===== config.mk =====
export PLATFORM = sky130hd
export DESIGN_NAME = debug_packetiser_flat
export DESIGN_NICKNAME = d
export VERILOG_FILES = /design/src/rtl/debug_packetiser_pkg.sv /design/src/rtl/debug_packetiser_if.sv /design/src/rtl/debug_decimator.sv /design/src/rtl/debug_packetiser.sv /design/src/flat_wrapper.sv
export SDC_FILE = /design/constraint.sdc
export NUM_CORES = 1
export LEC_CHECK = 0
export ABC_AREA = 1
export ABC_CLOCK_PERIOD_IN_PS = 3600
export BUFFER_PORTS_ARGS = -buffer_cell sky130_fd_sc_hd__buf_4
export CORE_MARGIN = 2
export CORE_UTILIZATION = 40
export DETAILED_ROUTE_END_ITERATION = 12
export GPL_ROUTABILITY_DRIVEN = 0
export PLACE_DENSITY = 0.64
export SLEW_MARGIN = 5
export SYNTH_ARGS = -nofsm -noshare
export SYNTH_HDL_FRONTEND = slang
export SYNTH_HIERARCHICAL = 1
export SYNTH_SLANG_ARGS = --single-unit

===== constraint.sdc =====
create_clock -name ipClk -period 3.6 [get_ports ipClk]
set_input_delay 0.72 -clock ipClk [delete_from_list [all_inputs] [get_ports ipClk]]
set_output_delay 0.72 -clock ipClk [all_outputs]
set_load 0.1 [all_outputs]

===== src/rtl/debug_packetiser_pkg.sv =====
`default_nettype none
// ============================================================================
//  Module   : debug_packetiser_pkg
//  Purpose  : Shared radar debug-path types and constants. Holds the PACKET
//             beat format that the streamer consumes, the live-buffer depth
//             both blocks size against, and the packetiser state encoding.
//  Revision : 1.0  initial release
// ============================================================================
package debug_packetiser_pkg;

    // Depth of the live debug buffer, shared with the streamer.
    localparam int DEBUG_BUFFER_DEPTH = 8192;

    // Width of the sample field carried in one PACKET beat.
    localparam int PKT_DATA_WIDTH = 14;

    // One beat on the packet bus between packetiser and streamer.
    typedef struct packed {
        logic                      Valid;
        logic                      SoP;
        logic                      EoP;
        logic [PKT_DATA_WIDTH-1:0] Data;
    } PACKET;

    // Packetiser control states.
    typedef enum logic [1:0] {
        ST_IDLE      = 2'd0,
        ST_ARMED     = 2'd1,
        ST_CAPTURING = 2'd2,
        ST_HOLDOFF   = 2'd3
    } pktiser_state_t;

endpackage
`default_nettype wire


===== src/rtl/debug_packetiser_if.sv =====
`default_nettype none
// ============================================================================
//  Module   : debug_packetiser_if
//  Purpose  : Sample-in / packet-out bus of the debug packetiser.
//  Signals  : ipData   - sample data from the ADC / DSP tap
//             ipValid  - ipData qualifier
//             opPacket - framed beat towards the debug streamer
//  Modports : master - sample source / packet sink
//             slave  - the packetiser itself
//  Revision : 1.0  initial release
// ============================================================================
interface debug_packetiser_if #(
    parameter int DATA_WIDTH = 14
);
    import debug_packetiser_pkg::*;

    logic [DATA_WIDTH-1:0] ipData;
    logic                  ipValid;
    PACKET                 opPacket;

    modport master (
        output ipData,
        output ipValid,
        input  opPacket
    );

    modport slave (
        input  ipData,
        input  ipValid,
        output opPacket
    );

endinterface
`default_nettype wire


===== src/rtl/debug_decimator.sv =====
`default_nettype none
// ============================================================================
//  Module   : debug_decimator
//  Purpose  : Keep-1-of-N strobe generator for debug taps. The ratio is
//             latched on i_load (0 is treated as 1) and the phase counter is
//             cleared at the same time, so the first valid sample after a
//             load is always kept.
//  Ports    : clk, rst     - clock, synchronous active-high reset
//             i_load       - latch i_decimate and clear the phase counter
//             i_active     - counter advances only while active
//             i_valid      - input sample qualifier
//             i_decimate   - keep 1 of every N valid samples
//             o_keep       - current sample is to be kept (combinational)
//  Revision : 1.0  initial release
// ============================================================================
module debug_decimator #(
    parameter int DEC_WIDTH = 8
) (
    input  wire logic                 clk,
    input  wire logic                 rst,
    input  wire logic                 i_load,
    input  wire logic                 i_active,
    input  wire logic                 i_valid,
    input  wire logic [DEC_WIDTH-1:0] i_decimate,
    output logic                      o_keep
);

    localparam logic [DEC_WIDTH-1:0] c_ONE = DEC_WIDTH'(1);

    logic [DEC_WIDTH-1:0] r_dec;
    logic [DEC_WIDTH-1:0] r_dec_cnt;

    always_ff @(posedge clk) begin
        if (rst) begin
            r_dec     <= c_ONE;
            r_dec_cnt <= '0;
        end else if (i_load) begin
            r_dec     <= (i_decimate == '0) ? c_ONE : i_decimate;
            r_dec_cnt <= '0;
        end else if (i_active && i_valid) begin
            // Cycles without a valid sample leave the phase untouched.
            if (r_dec_cnt == (r_dec - c_ONE))
                r_dec_cnt <= '0;
            else
                r_dec_cnt <= r_dec_cnt + c_ONE;
        end
    end

    assign o_keep = i_active && i_valid && (r_dec_cnt == '0);

endmodule
`default_nettype wire


===== src/rtl/debug_packetiser.sv =====
`default_nettype none
// ============================================================================
//  Module   : debug_packetiser
//  Purpose  : Frames a fixed number of (optionally decimated) radar samples
//             into one SoP..EoP packet on the rising edge of a trigger, and
//             feeds it straight into the debug streamer.
//  Ports    : ipClk      - system clock
//             ipReset    - synchronous active-high reset (registered once)
//             bus        - ipData/ipValid in, opPacket out (slave modport)
//             ipTrigger  - capture trigger level; rising edge starts capture
//             ipEnable   - arms the packetiser
//             ipLength   - samples per packet, latched at trigger (0 -> 1)
//             ipDecimate - keep 1 of N valid samples, latched at trigger
//             opBusy     - high while Capturing or in Holdoff
//             opMissed   - saturating count of triggers ignored while busy
//  Revision : 1.0  initial release
// ============================================================================
module debug_packetiser
    import debug_packetiser_pkg::*;
#(
    parameter int DATA_WIDTH   = PKT_DATA_WIDTH,
    parameter int LENGTH_WIDTH = $clog2(DEBUG_BUFFER_DEPTH),
    parameter int HOLDOFF      = 16
) (
    input  wire logic                    ipClk,
    input  wire logic                    ipReset,
    debug_packetiser_if.slave            bus,
    input  wire logic                    ipTrigger,
    input  wire logic                    ipEnable,
    input  wire logic [LENGTH_WIDTH-1:0] ipLength,
    input  wire logic [7:0]              ipDecimate,
    output logic                         opBusy,
    output logic [7:0]                   opMissed
);

    localparam int                      c_HOLD_W   = (HOLDOFF > 1) ? $clog2(HOLDOFF) : 1;
    localparam logic [c_HOLD_W-1:0]     c_HOLD_END = c_HOLD_W'(HOLDOFF - 1);
    localparam logic [LENGTH_WIDTH-1:0] c_LEN_ONE  = LENGTH_WIDTH'(1);

    logic                    r_reset;
    pktiser_state_t          r_state;
    logic                    r_trig_prev;
    logic [7:0]              r_missed;
    logic [LENGTH_WIDTH-1:0] r_length;
    logic [LENGTH_WIDTH-1:0] r_sample_cnt;
    logic [c_HOLD_W-1:0]     r_hold_cnt;
    PACKET                   r_pkt;
    logic [DATA_WIDTH-1:0]   w_sample;

    logic w_trig_edge;
    logic w_start;
    logic w_capturing;
    logic w_busy;
    logic w_keep;
    logic w_last;

    // The effective reset is deliberately one cycle behind ipReset; the
    // streamer sees the same registered reset, so both drop together.
    always_ff @(posedge ipClk) begin
        r_reset <= ipReset;
    end

    assign w_sample    = bus.ipData;
    assign w_trig_edge = ipTrigger && !r_trig_prev;
    assign w_capturing = (r_state == ST_CAPTURING);
    assign w_busy      = w_capturing || (r_state == ST_HOLDOFF);
    // The Armed -> Idle exit on a dropped enable takes priority over a trigger.
    assign w_start     = (r_state == ST_ARMED) && ipEnable && w_trig_edge;
    assign w_last      = (r_sample_cnt == (r_length - c_LEN_ONE));

    debug_decimator #(
        .DEC_WIDTH (8)
    ) u_decimator (
        .clk        (ipClk),
        .rst        (r_reset),
        .i_load     (w_start),
        .i_active   (w_capturing),
        .i_valid    (bus.ipValid),
        .i_decimate (ipDecimate),
        .o_keep     (w_keep)
    );

    always_ff @(posedge ipClk) begin
        if (r_reset) begin
            r_state      <= ST_IDLE;
            r_trig_prev  <= 1'b0;
            r_missed     <= '0;
            r_length     <= c_LEN_ONE;
            r_sample_cnt <= '0;
            r_hold_cnt   <= '0;
            r_pkt.Valid  <= 1'b0;
            r_pkt.SoP    <= 1'b0;
            r_pkt.EoP    <= 1'b0;
        end else begin
            r_trig_prev <= ipTrigger;

            // Beat flags default low; SoP/EoP only ever accompany Valid.
            r_pkt.Valid <= 1'b0;
            r_pkt.SoP   <= 1'b0;
            r_pkt.EoP   <= 1'b0;

            if (w_trig_edge && w_busy && (r_missed != 8'hFF))
                r_missed <= r_missed + 8'd1;

            case (r_state)
                ST_IDLE: begin
                    if (ipEnable)
                        r_state <= ST_ARMED;
                end

                ST_ARMED: begin
                    if (!ipEnable) begin
                        r_state <= ST_IDLE;
                    end else if (w_trig_edge) begin
                        r_state      <= ST_CAPTURING;
                        r_length     <= (ipLength == '0) ? c_LEN_ONE : ipLength;
                        r_sample_cnt <= '0;
                    end
                end

                ST_CAPTURING: begin
                    // ipEnable is ignored here: the packet always runs to EoP
                    // so the streamer is never left waiting mid-packet.
                    if (w_keep) begin
                        r_pkt.Valid  <= 1'b1;
                        r_pkt.Data   <= w_sample;
                        r_pkt.SoP    <= (r_sample_cnt == '0);
                        r_pkt.EoP    <= w_last;
                        r_sample_cnt <= r_sample_cnt + c_LEN_ONE;
                        if (w_last) begin
                            r_state    <= ST_HOLDOFF;
                            r_hold_cnt <= '0;
                        end
                    end
                end

                ST_HOLDOFF: begin
                    if (r_hold_cnt == c_HOLD_END)
                        r_state <= ipEnable ? ST_ARMED : ST_IDLE;
                    else
                        r_hold_cnt <= r_hold_cnt + c_HOLD_W'(1);
                end

                default: r_state <= ST_IDLE;
            endcase
        end
    end

    assign bus.opPacket = r_pkt;
    assign opBusy       = w_busy;
    assign opMissed     = r_missed;

endmodule
`default_nettype wire


===== src/flat_wrapper.sv =====
// flat-port wrapper written by rule: the top's interface ports become plain ports
module debug_packetiser_flat import debug_packetiser_pkg::*;
#(
    parameter int DATA_WIDTH   = PKT_DATA_WIDTH,
    parameter int LENGTH_WIDTH = $clog2(DEBUG_BUFFER_DEPTH),
    parameter int HOLDOFF      = 16
)
  (ipClk, ipReset, ipTrigger, ipEnable, ipLength, ipDecimate, opBusy, opMissed, bus_ipData, bus_ipValid, bus_opPacket);
  debug_packetiser_if #(.DATA_WIDTH(DATA_WIDTH)) bus_i ();
  input  wire logic ipClk;
  input  wire logic ipReset;
  input  wire logic ipTrigger;
  input  wire logic ipEnable;
  input  wire logic [LENGTH_WIDTH-1:0] ipLength;
  input  wire logic [7:0] ipDecimate;
  output logic opBusy;
  output logic [7:0] opMissed;
  input wire logic [$bits(bus_i.ipData)-1:0] bus_ipData;
  input wire logic [$bits(bus_i.ipValid)-1:0] bus_ipValid;
  output wire logic [$bits(bus_i.opPacket)-1:0] bus_opPacket;
  assign bus_i.ipData = bus_ipData;
  assign bus_i.ipValid = bus_ipValid;
  assign bus_opPacket = bus_i.opPacket;
  debug_packetiser #(.DATA_WIDTH(DATA_WIDTH), .LENGTH_WIDTH(LENGTH_WIDTH), .HOLDOFF(HOLDOFF)) u_core (.ipClk(ipClk), .ipReset(ipReset), .bus(bus_i), .ipTrigger(ipTrigger), .ipEnable(ipEnable), .ipLength(ipLength), .ipDecimate(ipDecimate), .opBusy(opBusy), .opMissed(opMissed));
endmodule

======== Word-level counts from Yosys, hierarchy flattened ========
Index checks and enable logic that the tools add are counted.
operators by class
  equal/unequal tests ..................... 15
  bitwise gates (word level) .............. 3
  $add $sub $neg .......................... 6
  reduce and logical (&&, ||, !) cells .... 24
  multiplexer cells ....................... 20
operators with widths
  cell                                                   number
  2-to-1 mux 13 bit                                      4
  zero test 13 bit                                       2
  case mux 13 bit (2 select lines)                       1
  2-to-1 mux 17 bit                                      1
  adder 8 x 1 -> 8 bit, second input constant            2
  zero test 8 bit                                        2
  2-to-1 mux 8 bit                                       2
  adder 13 x 1 -> 13 bit, second input constant          1
  == test 13 bit                                         1
  subtractor 13 x 1 -> 13 bit, second input constant     1
  2-to-1 mux 2 bit                                       6
  2-to-1 mux 4 bit                                       3
  == test 8 bit                                          1
  inequality test 2 bit, second input constant           4
  inequality test 8 bit, second input constant           1
  case mux 2 bit (4 select lines)                        1
  case mux 4 bit (2 select lines)                        1
  AND reduction 4 bit                                    2
  subtractor 8 x 1 -> 8 bit, second input constant       1
  logical AND 1 bit                                      7
  inequality test 2 x 1 -> 1 bit, second input constant  3
  AND reduction 3 bit                                    2
  AND reduction 5 bit                                    1
  adder 4 x 1 -> 4 bit, second input constant            1
  other kinds (12)                                       17
storage, ports and cells
  input port bits ......................... 40
  output and inout port bits .............. 26
  word-level logic and storage cells ...... 81
  flip-flop bits (word level) ............. 75

======== Logic depth before layout (Yosys ltp) ========
Gate-level depths: netlist of the first run.
  word-level depth ........................ 5
  depth in mapped cells ................... 16
  depth with buffers taken out ............ 16

======== Hierarchy ========
Netlist of the first run, hierarchy kept.
by module, submodules not included
  module            cells an instance  instances  area each (sq um)  sequential area each (sq um)
  debug_packetiser  406                1          3022.9             1321.3
  debug_decimator   155                1          1024.7             320.3

======== Worst setup path before layout of the first run ========
No wires, ideal clock.
  kind .................................... input-to-reg
  start point ............................. in bus_ipValid
  end point ............................... reg u_core.r_pkt, in the netlist u_core/bus.opPacket[0] (enable)
  required time ........................... 3.215 ns
  setup time .............................. 0.385 ns
  cell stages on the path ................. 6
  slack ................................... 1.253 ns
  arrival time ............................ 1.962 ns
  path buffers ............................ 0
  cell sequence ........................... nand2_2 > nor3_1 > inv_1 > nor2_2 > inv_1 > nor2_1
on the way
  word-level cells in the longest chain between the ends .. 3
RTL lines
  item                             RTL line                source
  start: declaration               flat_wrapper.sv:19      input wire logic [$bits(bus_i.ipValid)-1:0] bus_ipValid;
  logical AND 1 bit (2 in series)  debug_decimator.sv:49   assign o_keep = i_active && i_valid && (r_dec_cnt == '0);
  via u_core.w_keep                debug_packetiser.sv:54  logic w_keep;
  AND reduction 3 bit (no line)    -
  end: declaration                 debug_packetiser.sv:47  PACKET r_pkt;
The timed path passes the listed nets, and every way through them passes these cells.
A chain may end at the register's enable or synchronous reset.

======== Final worst setup path of the first run ========
  start point ............................. reg u_core.r_state[0]
  end point ............................... reg u_core.r_sample_cnt[11]
on the way
  word-level cells in the longest chain between the ends .. 5
  elaborated cells on any way between the ends .. 10
  classes of those cells .................. 5 x eq/ne; 1 x mux; 4 x reduce/logical
RTL lines
  item                                      RTL line                 source
  start: declaration                        debug_packetiser.sv:41   pktiser_state_t r_state;
  start signal: assignment                  debug_packetiser.sv:139  r_state <= ipEnable ? ST_ARMED : ST_IDLE;
  == test 2 bit                             debug_packetiser.sv:65   assign w_capturing = (r_state == ST_CAPTURING);
  via u_core.w_capturing                    debug_packetiser.sv:52   logic w_capturing;
  logical AND 1 bit (2 in series)           debug_decimator.sv:49
  via u_core.w_keep                         debug_packetiser.sv:54
  inequality test 2 x 1 -> 1 bit (no line)  -
  AND reduction 4 bit (no line)             -
  end signal: assignment                    debug_packetiser.sv:129  r_sample_cnt <= r_sample_cnt + c_LEN_ONE;
  end: declaration                          debug_packetiser.sv:45   logic [LENGTH_WIDTH-1:0] r_sample_cnt;
The timed path passes the listed nets, and every way through them passes these cells.

==> summary.txt, run 1 <==
STA
  • Worst Skew: 6.20 ps
  • Setup WS post-layout: 1270 ps
  • Worst hold margin: 473 ps
  • Final worst-path cycle share: 0.648
  • RSZ-0062 raised after global routing: no
  • Least-Margin Pin Slew: 925 ps
  • Minimum clock period: 2330 ps
  • Fmax achieved: 429 MHz
  • Setup tns final: 0 ps
  • Max-slew violation count: 0
  • Final setup fails: 0
  • Relative slew slack: 0.383
  • Final Hold Viols: 0

GRT
  • Total gr overflow: 0
  • First-pass GRT wire length: 15900 um
  • Vias in the first global route: 3521
  • GRT Resource Usage Total: 0.176
  • Antenna violations before repair: 0
  • Largest net degree at the start of global routing: 24

Critical path
  • Crit path DAT: 2570 ps
  • Startpoint Class: register
  • Worst EP required: 3830 ps
  • Setup slack, reg-to-reg: 1270 ps
  • Worst setup EP type: register
  • R2R depth: 16
  • Reg2Reg Capture Point: u_core/r_sample_cnt[11]
  • Crit path kind: register to register
  • Crit path from: u_core/r_state[0]
  • Crit-path max FO: 8
  • RR Startpoint: u_core/r_state[0]
  • Setup crit end: u_core/r_sample_cnt[11]

Layout
  • Final Util: 0.493
  • Ant diodes: 0
  • Area grow syn2layout: 19.7%
  • Post-Layout Inst Area: 4840 um^2
  • Layout cells sized above 1: 0.198
  • Fin nets: 680
  • Layout filler cell count: 1004

Floorplanning
  • Die Wd: 105 um
  • Die H: 105 um
  • Starting Density: 0.412
  • Core ar.: 9820 um^2
  • Placement row count: 36
  • Die Area: 10900 um^2
  • IO Pins: 66

Clock network
  • Root buf cell: clkbuf_8
  • # hold bufs at CTS: 0
  • Worst skew pair latency: 340 ps
  • Gates resized, CTS repair: 0
  • Setup bufs post-CTS: 0
  • Clk sink count: 75
  • TritonCTS clock tree: yes
  • CTS Buffer Depth: 2
  • CTS H-tree depth: 3
  • CTS buffer count: 9
  • Clock-pin slew on the worst setup and hold paths: 80 ps

Synth
  • Synth warn: 6
  • Async SR Flop Fraction: 0
  • Seq cells post-synth: 75
  • Synth cell types: 43
  • EDFF count, synth: 14
  • Mapped cell area: 4050 um^2
  • Synth Instances: 561
  • Top FF cell, synth: dfxtp_1
  • Sequential share of the synthesized area: 0.406
  • Post-synthesis area per instance: 7.22 um^2
  • Mapped Nets: 609

Placed design
  • Post-Place Cell Area: 4680 um^2
  • Post-Place Setup Slack: 1150 ps
  • IO Port Bufs: 65
  • DP Wirelength: 7160 um

Route
  • Router iterations before antenna repair: 5
  • DRC errors left: 0
  • DRT antenna net count: 0
  • Drt total wl: 9260 um
  • Via count: 3729
  • Via density: 4.84
  • Routed wire per std cell: 12.0 um
  • Number of DRC markers in iteration 0: 172

Power and ir drop
  • Leak pwr: 2.18 nW
  • Max VDD drop: 0.174 mV
  • Pwr dens: 334 nW/um^2

Outcome
  • Status: finished clean

Worst hold path
  • Path type of the worst min-delay path: input pin to register

Flow run
  • Max cap viols: 0
## cells in the mapped netlist, types with 3 or more instances
cell	number	area [um^2]
a211oi_1	8	60.1
a21oi_1	23	115
dfxtp_1	61	1220
edfxtp_1	14	420
ha_1	8	100
inv_1	90	338
inv_2	5	18.8
nand2_1	125	469
nand2_2	6	37.5
nand3_1	40	200
nand3_2	3	30.0
nand4_1	8	50.1
nor2_1	61	229
nor2_2	20	125
nor2_4	4	45.0
nor3_1	10	50.1
nor3_2	5	50.1
nor4_1	4	25.0
o21a_1	3	22.5
o21ai_0	17	85.1
o22ai_1	3	18.8
xor2_1	15	131
## registers in the layout, summed over array words and instances, names as in the netlist, named ones only
register and cells:
u_core/opMissed 8, u_core/r_state 1, u_core/r_length 13, u_core/bus.opPacket 17, u_core/u_decimator/r_dec 8, u_core/r_sample_cnt 13, u_core/r_trig_prev 1, u_core/r_hold_cnt 4
u_core/u_decimator/r_dec_cnt 8, u_core/r_reset 1
## through the flow
| step | instances | power, mW |
|---|---|---|
| after global placement | 754 | 1.08 |
| final | 770 | 1.62 |
| after floorplan | 561 | 1.02 |
| after CTS | 770 | 1.63 |
| after detailed placement | 754 | 1.09 |
| after global routing | 770 | 1.70 |
## placed cells by master, fill, tap and decap left out, drive strengths merged
cell type  synthesis  routed
a22oi              1       1
a31oi              2       2
a41oi              2       2
a22o               1       1
o31ai              1       1
clkinvlp           0       2
a211oi             8       8
xor2              15      15
nand3             43      43
clkinv             1       6
a21oi             23      23
buf                4      66
nor3b              1       1
xnor2              2       2
dfxtp             61      61
nor2              85      85
nor4b              1       1
o22ai              3       3
nand2            132     132
nand4              8       8
nor4               5       5
o21a               3       3
clkbuf             2       9
edfxtp            14      14
ha                 8       8
o211ai             2       2
nand3b             2       2
o21ai             18      18
or2                1       1
nor3              15      15
a221oi             1       1
o21bai             1       1
inv               95      95
## critical path, stage by stage (launching register included)
cell	delay [ps]
dfxtp_1	370
inv_1	90
nand2_1	110
inv_1	120
nand2_2	120
nor3_1	280
inv_1	90
nor2_2	190
nor2_4	90
nor2_4	130
nand3_2	90
nor2_2	120
nand2_1	60
inv_1	70
nand2_1	80
nor3_1	140
nor3_1	60
## worst min path at each step
stage                             from                       to  cells past startpoint  slack [ps]
6_report                       ipReset           u_core/r_reset                      1         470
5_1_grt                        ipReset           u_core/r_reset                      1         450
4_1_cts                        ipReset           u_core/r_reset                      1         460
3_5_place_dp        u_core/opMissed[4]       u_core/opMissed[4]                      2         490
3_3_place_gp   u_core/r_sample_cnt[12]  u_core/r_sample_cnt[12]                      1         480
2_1_floorplan  u_core/r_sample_cnt[12]  u_core/r_sample_cnt[12]                      1         450
## layout make-up
type                       count  area [um^2]  area share
timing repair buffer          66          495       0.102
sequential                    75         1640       0.339
clock buffer                   9          124      0.0256
multi-input combinational    384         2020       0.417
clock inverter                 7         35.0     0.00723
inverter                      96          360      0.0744
tap                          133          166      0.0344
## where the power goes
| part | switching (mW) | internal, mW |
|---|---|---|
| Sequential | 0.0183 | 0.866 |
| Clock | 0.309 | 0.239 |
| Combinational | 0.109 | 0.0746 |
## cells by family after synthesis
family,after synthesis,share of synthesized area
buf+inv,102,0.0952
xor+xnor,17,0.0368
flops,75,0.406
simple gates,293,0.340
compound gates,66,0.0977
fa+ha+maj,8,0.0247
## layer usage
layer	routed length, um	global-route usage	vias up	part of all wire
li1	-	-	1946	-
met4	118	0.0524	0	0.013
met2	4190	0.291	108	0.45
met5	0	0	-	0
met3	543	0.0437	14	0.059
met1	4410	0.229	1661	0.48
Power figures use the tool's default switching activity.
==> run 2: changes to the inputs <==
--- a/config.mk
+++ b/config.mk
@@ -6,13 +6,13 @@
 export NUM_CORES = 1
 export LEC_CHECK = 0
 export ABC_AREA = 1
-export ABC_CLOCK_PERIOD_IN_PS = 3600
+export ABC_CLOCK_PERIOD_IN_PS = 2000
 export BUFFER_PORTS_ARGS = -buffer_cell sky130_fd_sc_hd__buf_4
 export CORE_MARGIN = 2
 export CORE_UTILIZATION = 40
 export DETAILED_ROUTE_END_ITERATION = 12
 export GPL_ROUTABILITY_DRIVEN = 0
-export PLACE_DENSITY = 0.64
+export PLACE_DENSITY = 0.66
 export SLEW_MARGIN = 5
 export SYNTH_ARGS = -nofsm -noshare
 export SYNTH_HDL_FRONTEND = slang
==> constraint.sdc (replaced) <==
create_clock -name ipClk -period 2 [get_ports ipClk]
set_input_delay 0.4 -clock ipClk [delete_from_list [all_inputs] [get_ports ipClk]]
set_output_delay 0.4 -clock ipClk [all_outputs]
set_load 0.1 [all_outputs]
==> run 2 against run 1 <==
Net effect: global-route usage grew 0.38 points; fmax grew 20%; critical path depth shrank 1; register-to-register slack lost 1200 ps; die area is the same; hold slack lost 320 ps; total power grew 99%; sequential power grew 80%; core utilization grew 3.6 points; non-clock buffer count grew 27; first-iteration DRC count shrank 2.3%; critical path type unchanged.
==> summary.txt, run 2 (synthesis gave the netlist of run 1 again) <==
Clock network
  • TritonCTS clock tree: yes
  • CTS Buffer Depth: 2
  • CTS buffer count: 9
  • Worst skew pair latency: 350 ps
  • Clk sink count: 75
  • Root buf cell: clkbuf_8
  • # hold bufs at CTS: 0
  • CTS H-tree depth: 3
  • Clock-pin slew on the worst setup and hold paths: 80 ps

STA
  • Final setup fails: 0
  • Fmax achieved: 515 MHz
  • Max-slew violation count: 0
  • Relative slew slack: 0.641
  • Setup tns final: 0 ps
  • Final Hold Viols: 0
  • Final worst-path cycle share: 0.971
  • Least-Margin Pin Slew: 534 ps
  • Worst Skew: 9.09 ps
  • Setup WS post-layout: 57.1 ps
  • Minimum clock period: 1940 ps
  • RSZ-0062 raised after global routing: yes

Placed design
  • IO Port Bufs: 65
  • Post-Place Setup Slack: -32.6 ps
  • Post-Place Cell Area: 4880 um^2
  • DP Wirelength: 7450 um

Critical path
  • Crit path DAT: 2170 ps
  • Worst EP required: 2230 ps
  • Worst-path cell chain: inv_2 -> ha_4 -> nand3_2 -> nor3_2 -> inv_1 -> nor2_4 -> nor2_4 -> nor2_4 -> nand3_2 -> nor2_2 -> nand2_1 -> inv_2 -> nand2_4 -> nor3_2 -> nor3_1
  • Setup slack, reg-to-reg: 60 ps
  • Slowest cell delay on critical path: 330 ps
  • Crit-path max FO: 5
  • Crit path from: u_core/u_decimator/r_dec_cnt[1]
  • Crit path kind: register to register
  • CP most frequent cell: nor2_4
  • Max stage delay cell, worst path: dfxtp_2
  • Worst setup EP type: register
  • Startpoint Class: register
  • RR Startpoint: u_core/u_decimator/r_dec_cnt[1]

GRT
  • Total gr overflow: 0
  • First-pass GRT wire length: 16000 um
  • Antenna violations before repair: 0
  • GRT Resource Usage Total: 0.180
  • Largest net degree at the start of global routing: 20
  • Vias in the first global route: 3461

Layout
  • Commonest non-fill, non-tap cells in the layout: nand2_1 (123), buf_4 (92), inv_1 (86)
  • Register Area: 1650 um^2
  • Ant diodes: 0
  • Commonest non-fill, non-tap cell in the layout: nand2_1
  • Post-Layout Inst Area: 5190 um^2
  • Multi-input gate area: 2100 um^2
  • Area grow syn2layout: 28.3%
  • Layout cells sized above 1: 0.265
  • Layout filler cell count: 974
  • Largest register FFs: 17
  • Fin nets: 707

Route
  • Number of DRC markers in iteration 0: 168
  • DRC errors left: 0
  • Router iterations before antenna repair: 4
  • Via density: 4.84
  • Via count: 3861
  • Routed wire per std cell: 12.3 um
  • DRT antenna net count: 0
  • Drt total wl: 9810 um

Floorplanning
  • Starting Density: 0.412
  • Die Area: 10900 um^2
  • Die Wd: 105 um
  • Core ar.: 9820 um^2
  • IO Pins: 66
  • Placement row count: 36
  • Die H: 105 um

Power and ir drop
  • Max VDD drop: 0.367 mV
  • Leak pwr: 2.38 nW
  • Pwr dens: 618 nW/um^2

Worst hold path
  • Startpoint of the worst hold path: ipReset
  • Path type of the worst min-delay path: input pin to register

Outcome
  • Status: finished clean

Flow run
  • Max cap viols: 0
==> run 2: changes by cell type in the layout (fill, tap and decap cells not counted), moves of 4 or more <==
cell	change
dfxtp_1	-5
inv_1	-4
inv_2	+4
clkinv_1	-4
dfxtp_2	+5
buf_4	+26
==> run 2: where the power goes <==
group	total, mW	switching (mW)	internal, mW
Clock	1.27	0.567	0.700
Combinational	0.360	0.209	0.151
Sequential	1.59	0.0260	1.56
Total	3.21	0.802	2.41
==> run 2: path summary, 6_finish.rpt <==
path | endpoint | cells after the start
setup / recovery | u_core/r_sample_cnt[11] | 15
hold / removal | u_core/r_reset | 1
setup reg to reg | u_core/r_sample_cnt[11] | 15
hold reg to reg | u_core/opMissed[0] | 1
==> run 2: per-stage QoR <==
| stage | hold slack (ps) | total power [mW] | cells | util |
|---|---|---|---|---|
| 3_3_place_gp | 455 | 1.96 | 778 | 0.497 |
| 3_5_place_dp | 458 | 1.97 | 778 | 0.497 |
| 6_report | 153 | 3.21 | 797 | 0.529 |
| 2_1_floorplan | 428 | 1.84 | 561 | - |
| 4_1_cts | 139 | 3.23 | 794 | 0.519 |
| 5_1_grt | 128 | 3.36 | 797 | 0.529 |
==> run 2: cell type report <==
cell class                      instances  share of cell area
Sequential cell                        75               0.317
Timing Repair Buffer                   93               0.137
Clock inverter                          5              0.0149
Multi-Input combinational cell        384               0.404
Clock buffer                           11              0.0253
Tap cell                              133              0.0320
Inverter                               96              0.0694
==> run 2: worst max-delay path, delay by kind of cell (launching register included) <==
family / cells / cell delay (ps)
simple gates: 11 / 1140
flops: 1 / 330
buf+inv: 3 / 240
fa+ha+maj: 1 / 130
==> run 2: layer usage <==
layer / wire length (um) / track usage / part of all wire
met1: 4660 / 0.247 / 0.48
met2: 4330 / 0.280 / 0.44
met3: 701 / 0.0505 / 0.071
met4: 121 / 0.0467 / 0.012
met5: 0 / 0 / 0
==> run 2: repair_timing <==
| item | 4_1_cts | 5_1_grt |
|---|---|---|
| endpoints found under the setup margin | 2 | 26 |
| cloned | 0 | 0 |
| pin swaps | 0 | 9 |
| setup buffers | 0 | 3 |
| resized for setup | 2 | 21 |
==> run 3: changes to the inputs <==
--- a/config.mk
+++ b/config.mk
@@ -8,6 +8,7 @@
 export ABC_AREA = 1
 export ABC_CLOCK_PERIOD_IN_PS = 2000
 export BUFFER_PORTS_ARGS = -buffer_cell sky130_fd_sc_hd__buf_4
+export CORE_ASPECT_RATIO = 0.7
 export CORE_MARGIN = 2
 export CORE_UTILIZATION = 40
 export DETAILED_ROUTE_END_ITERATION = 12
==> run 3 against run 2 <==
Net effect: critical path depth is the same; worst setup slack gained 7.4 ps; clock power grew 28%; critical endpoint unchanged; largest cell class unchanged.
==> summary.txt, run 3 (synthesis gave the netlist of run 1 again) <==
Outcome
  • Status: finished clean

STA
  • Relative slew slack: 0.523
  • Max-slew violation count: 0
  • Final worst-path cycle share: 0.968
  • Worst Skew: 4.69 ps
  • Minimum clock period: 1940 ps
  • RSZ-0062 raised after global routing: yes
  • Setup tns final: 0 ps
  • Worst hold margin: 171 ps
  • Setup WS post-layout: 64.6 ps
  • Fmax achieved: 517 MHz
  • Final Hold Viols: 0
  • Least-Margin Pin Slew: 710 ps
  • Final setup fails: 0

Critical path
  • Crit-path max FO: 4
  • Worst EP required: 2210 ps
  • Crit path DAT: 2150 ps
  • Startpoint Class: register
  • Reg2Reg Capture Point: u_core/r_sample_cnt[11]
  • Crit path kind: register to register
  • R2R depth: 15
  • Setup slack, reg-to-reg: 60 ps
  • Worst setup EP type: register
  • RR Startpoint: u_core/u_decimator/r_dec_cnt[0]

Clock network
  • CTS buffer count: 9
  • Worst skew pair latency: 330 ps
  • Clock-pin slew on the worst setup and hold paths: 60 ps
  • # hold bufs at CTS: 0
  • TritonCTS clock tree: yes
  • Root buf cell: clkbuf_16
  • CTS Buffer Depth: 2
  • CTS H-tree depth: 3
  • Clk sink count: 75

Layout
  • Fin nets: 711
  • Commonest non-fill, non-tap cells in the layout: nand2_1 (123), buf_4 (96), inv_1 (85)
  • Ant diodes: 0
  • Layout filler cell count: 930
  • Finished Layout Cells: 795
  • Largest register FFs: 17
  • Commonest non-fill, non-tap cell in the layout: nand2_1
  • Multi-input gate area: 2130 um^2
  • Final Util: 0.546
  • Post-Layout Inst Area: 5330 um^2
  • Layout cells sized above 1: 0.276
  • Register Area: 1650 um^2
  • Area grow syn2layout: 31.7%

Route
  • Via count: 3904
  • Router iterations before antenna repair: 5
  • Routed wire per std cell: 12.5 um
  • Via density: 4.91
  • Number of DRC markers in iteration 0: 248
  • DRT antenna net count: 0
  • DRC errors left: 0
  • Drt total wl: 9960 um

Floorplanning
  • IO Pins: 66
  • Die Wd: 124 um
  • Starting Density: 0.415
  • Core ar.: 9760 um^2
  • Die Area: 11000 um^2
  • Placement row count: 30
  • Die H: 88.2 um

Power and ir drop
  • Total power: 3.58 mW
  • Leak pwr: 2.43 nW
  • Max VDD drop: 0.420 mV
  • Pwr dens: 672 nW/um^2

Worst hold path
  • Hold path endpoint: u_core/r_reset
  • Startpoint of the worst hold path: ipReset
  • Path type of the worst min-delay path: input pin to register
  • Worst Hold Depth: 1

Flow run
  • Max cap viols: 0

GRT
  • GRT Resource Usage Total: 0.183
  • Vias in the first global route: 3451
  • Largest net degree at the start of global routing: 20
  • Total gr overflow: 0
  • Antenna violations before repair: 0
  • First-pass GRT wire length: 16000 um

Placed design
  • Post-Place Setup Slack: -80.0 ps
  • Post-Place Cell Area: 4890 um^2
  • Placed Cells: 775
  • DP Wirelength: 7690 um
  • IO Port Bufs: 65
[run 3: cell types whose count changed in the layout (fill, tap and decap cells not counted), moves of 2 or more]
cell / delta
clkbuf_8: -7
nand3_1: -3
nor2_2: +2
nand3_2: +2
clkbuf_16: +9
buf_4: +4
[run 3: worst max-delay path, stage by stage, from the launching register on]
cell     delay (ps)
dfxtp_2         320
inv_2            70
ha_4            140
nand3_4          70
nor3_4          220
inv_2            60
nor2_4          120
nor2_4           80
nor2_4          100
nand3_2          80
nor2_2          140
nand2_1          70
inv_2            70
nand2_2          60
nor3_2          150
nor3_1           60
[run 3: layout make-up]
class / instances / share of cell area
Timing Repair Buffer: 97 / 0.139
Tap cell: 128 / 0.0300
Multi-Input combinational cell: 384 / 0.399
Clock inverter: 2 / 0.00657
Sequential cell: 75 / 0.309
Inverter: 96 / 0.0676
Clock buffer: 13 / 0.0495
[run 3: what timing repair did]
item / 4_1_cts / 5_1_grt
setup endpoints to repair: 7 / 13
resized for setup: 4 / 25
buffers inserted: 0 / 5
pin swaps: 1 / 11
hold endpoints to repair: 0 / 0
[run 3: report_power, final]
group | switching, mW | total [mW] | internal (mW)
registers | 0.0257 | 1.59 | 1.56
logic | 0.222 | 0.379 | 0.157
clock network | 0.577 | 1.62 | 1.04
[run 3: worst max-delay path by stage]
stage | slack, ps | endpoint | depth (start not counted) | startpoint
6_report | 60 | u_core/r_sample_cnt[11] | 15 | u_core/u_decimator/r_dec_cnt[0]
5_1_grt | -70 | u_core/r_hold_cnt[3] | 14 | u_core/u_decimator/r_dec_cnt[0]
3_5_place_dp | -80 | u_core/r_sample_cnt[11] | 15 | u_core/u_decimator/r_dec_cnt[1]
3_3_place_gp | 40 | u_core/r_sample_cnt[11] | 15 | u_core/u_decimator/r_dec_cnt[1]
2_1_floorplan | 3 | u_core/bus.opPacket[0] | 9 | u_core/r_state[0]
4_1_cts | 20 | u_core/r_sample_cnt[11] | 15 | u_core/u_decimator/r_dec_cnt[1]
[run 3: per-layer routing]
layer  global-route usage  up-vias  wire, um
met5                    0        -         0
met4               0.0552        0       102
met3               0.0483       11       728
met2                0.280      124      4230
met1                0.255     1762      4900
li1                     -     2007         -
